## config.mk

```make
export PLATFORM = sky130hd
export DESIGN_NAME = hms_time_counter
export DESIGN_NICKNAME = d
export VERILOG_FILES = /design/src/rtl/hms_time_counter.sv
export SDC_FILE = /design/constraint.sdc
export NUM_CORES = 1
export LEC_CHECK = 0
export BUFFER_PORTS_ARGS = -buffer_cell sky130_fd_sc_hd__buf_2
export CAP_MARGIN = 30
export CORE_ASPECT_RATIO = 2
export CORE_UTILIZATION = 35
export CTS_CLUSTER_DIAMETER = 60
export DETAILED_ROUTE_END_ITERATION = 8
export SYNTH_ARGS = -nofsm -noshare
export SYNTH_HDL_FRONTEND = slang
export SYNTH_SLANG_ARGS = --single-unit
export TNS_END_PERCENT = 20
```

## constraint.sdc

```tcl
create_clock -name clk -period 2.75 [get_ports clk]
set_clock_uncertainty 0.05 [all_clocks]
set_input_delay 0.4125 -clock clk [delete_from_list [all_inputs] [get_ports clk]]
set_output_delay 0.4125 -clock clk [all_outputs]
set_load 0.1 [all_outputs]
```

## src/rtl/hms_time_counter.sv

```systemverilog
// Purpose: time-of-day core holding sec/min/hour, advanced by an internal 1 Hz prescaler, with manual per-field setting.
// Latency: all outputs registered; field updates, o_tick and o_day_wrap become visible one clk after the deciding edge.
// Backpressure: none; free-running datapath, inputs are sampled every cycle and never stalled.
//
// Ports:
//   clk          system clock, rising edge
//   rst_n        synchronous active-low reset
//   i_mode       0 = run (timekeeping), 1 = set
//   i_position   set-mode field select: 0 sec, 1 min, 2 hour, 3 none
//   i_inc        debounced increment button level (rising edge used)
//   o_sec/o_min  0..59
//   o_hour       0..23
//   o_tick       one-cycle pulse per elapsed second (run mode only)
//   o_day_wrap   one-cycle pulse on 23:59:59 -> 00:00:00
module hms_time_counter #(
  parameter int CLK_PER_SEC = 50_000_000,
  parameter int PRE_W       = 26
) (
  input  logic       clk,
  input  logic       rst_n,
  input  logic       i_mode,
  input  logic [1:0] i_position,
  input  logic       i_inc,
  output logic [5:0] o_sec,
  output logic [5:0] o_min,
  output logic [5:0] o_hour,
  output logic       o_tick,
  output logic       o_day_wrap
);

  localparam logic [PRE_W-1:0] LP_PRE_LAST = PRE_W'(CLK_PER_SEC - 1);
  localparam logic [5:0]       LP_SEC_LAST = 6'd59;
  localparam logic [5:0]       LP_MIN_LAST = 6'd59;
  localparam logic [5:0]       LP_HOUR_LAST = 6'd23;

  logic [PRE_W-1:0] r_pre;
  logic [5:0]       r_sec;
  logic [5:0]       r_min;
  logic [5:0]       r_hour;
  logic             r_tick;
  logic             r_day_wrap;
  logic             r_inc_d;

  logic             w_pre_wrap;
  logic             w_inc_pulse;
  logic [5:0]       w_sec_nxt;
  logic [5:0]       w_min_nxt;
  logic [5:0]       w_hour_nxt;
  logic             w_day_wrap_nxt;

  // Increment with wrap inside the field. Anything at or above the last
  // legal value (including unreachable out-of-range codes) reloads 0.
  function automatic logic [5:0] f_inc_wrap(input logic [5:0] v, input logic [5:0] last);
    return (v >= last) ? 6'd0 : (v + 6'd1);
  endfunction

  // >= rather than == so a corrupted prescaler value still returns to 0.
  assign w_pre_wrap  = ~i_mode & (r_pre >= LP_PRE_LAST);
  assign w_inc_pulse = i_inc & ~r_inc_d;

  always_comb begin
    w_sec_nxt      = r_sec;
    w_min_nxt      = r_min;
    w_hour_nxt     = r_hour;
    w_day_wrap_nxt = 1'b0;
    if (w_pre_wrap) begin
      // Whole carry chain resolves in one edge so no partial time is shown.
      w_sec_nxt = f_inc_wrap(r_sec, LP_SEC_LAST);
      if (r_sec == LP_SEC_LAST) begin
        w_min_nxt = f_inc_wrap(r_min, LP_MIN_LAST);
        if (r_min == LP_MIN_LAST) begin
          w_hour_nxt = f_inc_wrap(r_hour, LP_HOUR_LAST);
          if (r_hour == LP_HOUR_LAST) begin
            w_day_wrap_nxt = 1'b1;
          end
        end
      end
    end else if (i_mode && w_inc_pulse) begin
      // Set mode: selected field only, never carries.
      case (i_position)
        2'd0:    w_sec_nxt  = f_inc_wrap(r_sec, LP_SEC_LAST);
        2'd1:    w_min_nxt  = f_inc_wrap(r_min, LP_MIN_LAST);
        2'd2:    w_hour_nxt = f_inc_wrap(r_hour, LP_HOUR_LAST);
        default: ;
      endcase
    end
  end

  always_ff @(posedge clk) begin
    if (!rst_n) begin
      r_pre      <= '0;
      r_sec      <= '0;
      r_min      <= '0;
      r_hour     <= '0;
      r_tick     <= 1'b0;
      r_day_wrap <= 1'b0;
      r_inc_d    <= 1'b0;
    end else begin
      // Tracked in both modes so a button already held across a mode
      // switch does not count as a fresh press.
      r_inc_d <= i_inc;
      if (i_mode || w_pre_wrap) begin
        r_pre <= '0;
      end else begin
        r_pre <= r_pre + PRE_W'(1);
      end
      r_tick     <= w_pre_wrap;
      r_day_wrap <= w_day_wrap_nxt;
      r_sec      <= w_sec_nxt;
      r_min      <= w_min_nxt;
      r_hour     <= w_hour_nxt;
    end
  end

  assign o_sec      = r_sec;
  assign o_min      = r_min;
  assign o_hour     = r_hour;
  assign o_tick     = r_tick;
  assign o_day_wrap = r_day_wrap;

endmodule

```

* Word-level counts from Yosys, hierarchy flattened
Cells that the tools add are included.
** Word-level totals
- Flip-flop bits (word level) :: 47
- Input bits :: 6
- Word-level logic and storage cells :: 55
** Operators by class
- Add/subtract/negate cells :: 4
- $lt $le $gt $ge :: 4
- Equal/unequal tests :: 7
- Mux-type cells :: 16
- Bitwise logic cells :: 5
- Reduce and logical (&&, ||, !) cells :: 12
** Operators by type and width (number)
- $mux W6 :: 15
- $add A26 B1 Y26 const B :: 1
- $ge A26 B26 Y1 const B :: 1
- $add A6 B1 Y6 const B :: 3
- $eq A6 B6 Y1 const B :: 2
- $ge A6 B6 Y1 const B :: 2
- $reduce_and A4 Y1 :: 2
- $reduce_bool A2 Y1 :: 4
- $eq A6 B5 Y1 const B :: 1
- $ge A6 B5 Y1 const B :: 1
- $ne A2 B1 Y1 const B :: 2
- $not A1 Y1 :: 3
- $reduce_and A3 Y1 :: 1
- $and A1 B1 Y1 :: 2
- $eq A2 B1 Y1 const B :: 1
- $eq A2 B2 Y1 const B :: 1
- $logic_not A2 Y1 :: 1
- $reduce_and A2 Y1 :: 1
- $reduce_or A2 Y1 :: 1
- $logic_and A1 B1 Y1 :: 1
- $logic_or A1 B1 Y1 :: 1
- $mux W1 :: 1

* Logic depth before layout (Yosys ltp)
- Depth in word-level cells :: 5
- Depth in mapped cells :: 7
- Gate-level depth less buffers :: 7

* Worst setup path before layout
Ideal clock, no wire load.
- Path type :: reg-to-reg
- Start :: register r_sec[1], in the netlist o_sec[1]
- End :: register r_hour[4], in the netlist o_hour[4]
- Library setup time :: 0.093 ns
- Arrival :: 2.255 ns
- Required time :: 2.607 ns
- Path slack :: 0.352 ns
- Stages on the path, launching flop included :: 8
- Period minus slack after synthesis :: 2.398 ns
- Cells stage by stage :: dfxtp_1 > ha_1 > nand2b_1 > nor2_1 > and4b_1 > o21ai_2 > and2_4 > o32ai_1
** Between the ends
- Word-level cells in the longest chain between the ends :: 3
** RTL lines
- start: declaration :: line 37 : logic [5:0] r_sec;
- start signal: assignment :: line 109 : r_sec <= w_sec_nxt;
- $eq A6 B6 Y1 :: line 69 : if (r_sec == LP_SEC_LAST) begin
- $ne A2 B1 Y1 (no source line)
- $reduce_and A4 Y1 (no source line)
- end signal: assignment :: line 111 : r_hour <= w_hour_nxt;
- end: declaration :: line 39 : logic [5:0] r_hour;
Every way passes these cells.
A chain may end at the register's enable or synchronous reset.

* Worst setup path in the final report
- Start :: register r_pre[0]
- End :: register r_pre[24]
** Between the ends
- Word-level cells in the longest chain between the ends :: 4
** RTL lines
- start: declaration :: line 36 : logic [PRE_W-1:0] r_pre;
- start signal: assignment :: line 105 : r_pre <= r_pre + PRE_W'(1);
- $ge A26 B26 Y1 :: line 58 : assign w_pre_wrap = ~i_mode & (r_pre >= LP_PRE_LAST);
- $and A1 B1 Y1 :: line 58
- $logic_or A1 B1 Y1 :: line 102 : if (i_mode || w_pre_wrap) begin
- $reduce_or A2 Y1 (no source line)
Parallel ways exist; a longest one is shown, timed or not.

==> summary.md <==
| Metric | Value |
|---|---|
| F_max | `463.9 MHz` |
| Slew HR | `43.91%` |
| Avg Inst Size Synth | `8.711 µm²` |
| Post-Place Cells | `370` |
| Pre-CTS setup slack | `0.5509 ns` |
| Final min period | `2.156 ns` |
| Vias per inst | `5.204` |
| Boundary pin count | `26` |
| Hold Vio Cnt, Final | `0` |
| EDFF count, synth | `0` |
| CTS tree | `done` |
| Post-CTS Setup Bufs | `0` |
| P&R area growth vs syn | `16.64%` |
| Cells after synthesis | `265` |
| Drt total wl | `4.797 mm` |
| Total number of vias | `1967` |
| Core area | `6361 µm²` |
| R2r startpoint | `r_pre[0]$_SDFF_PP0_` |
| Post-Syn Nets | `275` |
| Reg2reg path depth | `5` |
| WL/cell | `12.69 µm` |
| CTS H-Tree Depth | `2` |
| Top FF cell, synth | `dfxtp_1` |
| Setup CP Type | `flip-flop to flip-flop` |
| Type of the worst min-delay path | `primary input to flip-flop` |
| Yosys cell types | `55` |
| Async SR Flop Fraction | `0%` |
| Worst Setup SP | `r_pre[0]$_SDFF_PP0_` |
| Die span in y | `116.9 µm` |
| DRT iter0 DRCs | `141` |
| Clock net sink count | `47` |
| Nature of the critical path endpoint | `flip-flop` |
| CP Max Fanout | `26` |
| Yosys warnings | `0` |
| Initial Util | `36.29%` |
| TritonRoute pass-1 iters | `4` |
| Die width | `59.43 µm` |
| Share of cells above drive strength 1 | `17.12%` |
| Antenna cells | `0` |
| Slack of the critical path | `0.5942 ns` |
| DP HPWL | `3.493 mm` |
| CP arrival | `2.32 ns` |
| Antenna violations before repair | `0` |
| Total congestion overflow | `0` |
| Netlist Area Pre-Place | `2308 µm²` |
| Die area | `6944 µm²` |
| CP Launch Type | `flip-flop` |
| Worst-path clk slew | `0.07 ns` |
| Root Driver | `clkbuf_16` |
| Yosys top cell by area | `dfxtp_1` |
| Post-synthesis sequential area ratio | `40.76%` |
| DR DRC count | `0` |
| First-pass GRT wire length | `8.211 mm` |
| WP data required | `2.91 ns` |
| Largest net degree at the start of global routing | `27` |
| CTS Buf Count | `5` |
| Final worst-path cycle share | `78.39%` |
| Post-synth top area share | `40.76%` |
| Outcome | `completed` |
| Critical Path Sink | `r_pre[24]$_SDFF_PP0_` |
| Max Cap Viol | `0` |
| # setup viols final | `0` |
| Resized Gates After CTS | `0` |
| Worst vdd rail ir drop | `282.8 µV` |
| Layout Cells excl Fill | `378` |
| Reg-to-Reg End | `r_pre[24]$_SDFF_PP0_` |
| Gr usage total | `15.69%` |
| Slew @ Worst Pin | `0.8414 ns` |
| Clock latency on the worst-skew pair | `0.29 ns` |
| Port Buffers | `25` |
| Clk buf depth | `2` |
| Hold_buf cts | `0` |
| TNS Setup | `0 ns` |
| Placer Congestion | `0.7472` |
| Post-layout net count | `301` |
| RSZ-0062 raised after global routing | `no` |
| Leakage power | `0.9904 nW` |
| Max-slew violations | `0` |
| Std cell rows | `41` |
| R2r setup slk | `0.59 ns` |
| Antenna viol nets, final | `0` |
| Yosys reg bits | `47` |
| Largest cells by area after synthesis | `dfxtp_1, nor2_1, xor2_1` |
| Vias in the first global route | `1854` |
| P per Cell Area | `537.1 nW/µm²` |
-- worst max-delay path, stage by stage, from the launching register on --
cell and delay [ns]:
dfxtp_1 0.34, ha_1 0.28, nand3_1 0.19, a31oi_1 0.09
or4_1 0.89, a21oi_1 0.24
-- registers in the layout (all words and copies together) (netlist names) --
name,cells
r_pre,26
o_hour,6
o_min,6
o_sec,6
o_day_wrap,1
o_tick,1
r_inc_d,1
-- layout by cell type, fill, tap and decap left out, drive strengths merged, types with 2 or more instances in the layout --
master,Yosys,routed
maj3,2,2
nor2,39,39
xnor2,8,8
clkbuf,5,6
or3,3,3
and4,3,3
and4b,2,2
a21oi,10,10
nand2b,2,2
and2,3,3
inv,7,7
clkinv,1,2
nand3b,2,2
a41oi,2,2
nand4,7,7
nand3,19,19
o21ai,11,11
a211oi,2,2
a311oi,2,2
dfxtp,47,47
ha,4,4
a22oi,2,2
nand2,24,24
a31oi,3,3
a31o,2,2
nor3,4,4
buf,4,28
o2bb2ai,2,2
and3,8,8
o221a,2,2
xor2,14,14
nor4,5,5
-- synth_stat cells, drive strengths merged (2+ instances only) --
library cell / count
a211oi: 2
a21oi: 10
a22oi: 2
a311oi: 2
a31o: 2
a31oi: 3
a41oi: 2
and2: 3
and3: 8
and4: 3
and4b: 2
buf: 4
clkbuf: 5
dfxtp: 47
ha: 4
inv: 7
maj3: 2
nand2: 24
nand2b: 2
nand3: 19
nand3b: 2
nand4: 7
nor2: 39
nor3: 4
nor4: 5
o21ai: 11
o221a: 2
o2bb2ai: 2
or3: 3
xnor2: 8
xor2: 14
-- worst min-delay path by stage --
stage | depth (start not counted) | from | endpoint
5_1_grt | 2 | i_inc | r_inc_d$_SDFF_PN0_
4_1_cts | 2 | i_inc | r_inc_d$_SDFF_PN0_
2_1_floorplan | 1 | r_pre[0]$_SDFF_PP0_ | r_pre[0]$_SDFF_PP0_
3_3_place_gp | 1 | r_pre[0]$_SDFF_PP0_ | r_pre[0]$_SDFF_PP0_
6_report | 2 | i_inc | r_inc_d$_SDFF_PN0_
3_5_place_dp | 1 | r_pre[0]$_SDFF_PP0_ | r_pre[0]$_SDFF_PP0_
-- per-stage QoR --
step	hold WS, ns	utilization, %	power (W)	instance area [µm²]
2_1_floorplan	0.3915	-	0.0007356	2308
3_3_place_gp	0.4074	39.59	0.0007483	2519
3_5_place_dp	0.4184	39.59	0.0007485	2519
4_1_cts	0.2849	42.33	0.001460	2693
5_1_grt	0.2929	42.33	0.001502	2693
6_report	0.2855	42.33	0.001446	2693
-- final cells by class --
type                       count  area (µm²)
fill                         683        3669
multi-input combinational    201        1292
sequential                    47       940.9
timing repair buffer          28       147.6
clock buffer                   6       138.9
tap                           86       107.6
clock inverter                 2       35.03
inverter                       8       30.03
-- metal layers --
| metal | part of all wire (%) | GRT usage, % | wire length, µm | vias up |
|---|---|---|---|---|
| met5 | 0 | 0 | 0 | - |
| met4 | 2.4 | 7.460 | 115 | 0 |
| met3 | 3.6 | 4.176 | 174 | 7 |
| met2 | 56 | 29.14 | 2675 | 38 |
| met1 | 38 | 15.47 | 1831 | 921 |
| li1 | - | - | - | 1001 |
-- kinds of logic after synthesis --
logic type,synth area share [%]
AND/OR/NAND/NOR,29.21
flip-flops,40.76
AO/OA/AOI/OAI,15.39
XOR/XNOR,8.347
buffers and inverters,3.252
adder cells (fa/ha/maj),3.035
-- power by group --
group          switching (W)  leakage [nW]  total [W]  internal, W
clock network       0.000261        0.0868   0.000714     0.000452
registers         0.00000350         0.379   0.000688     0.000684
logic              0.0000342         0.524  0.0000451    0.0000110
total               0.000299         0.990    0.00145      0.00115
Note: power is estimated with default switching activity, not from simulation.
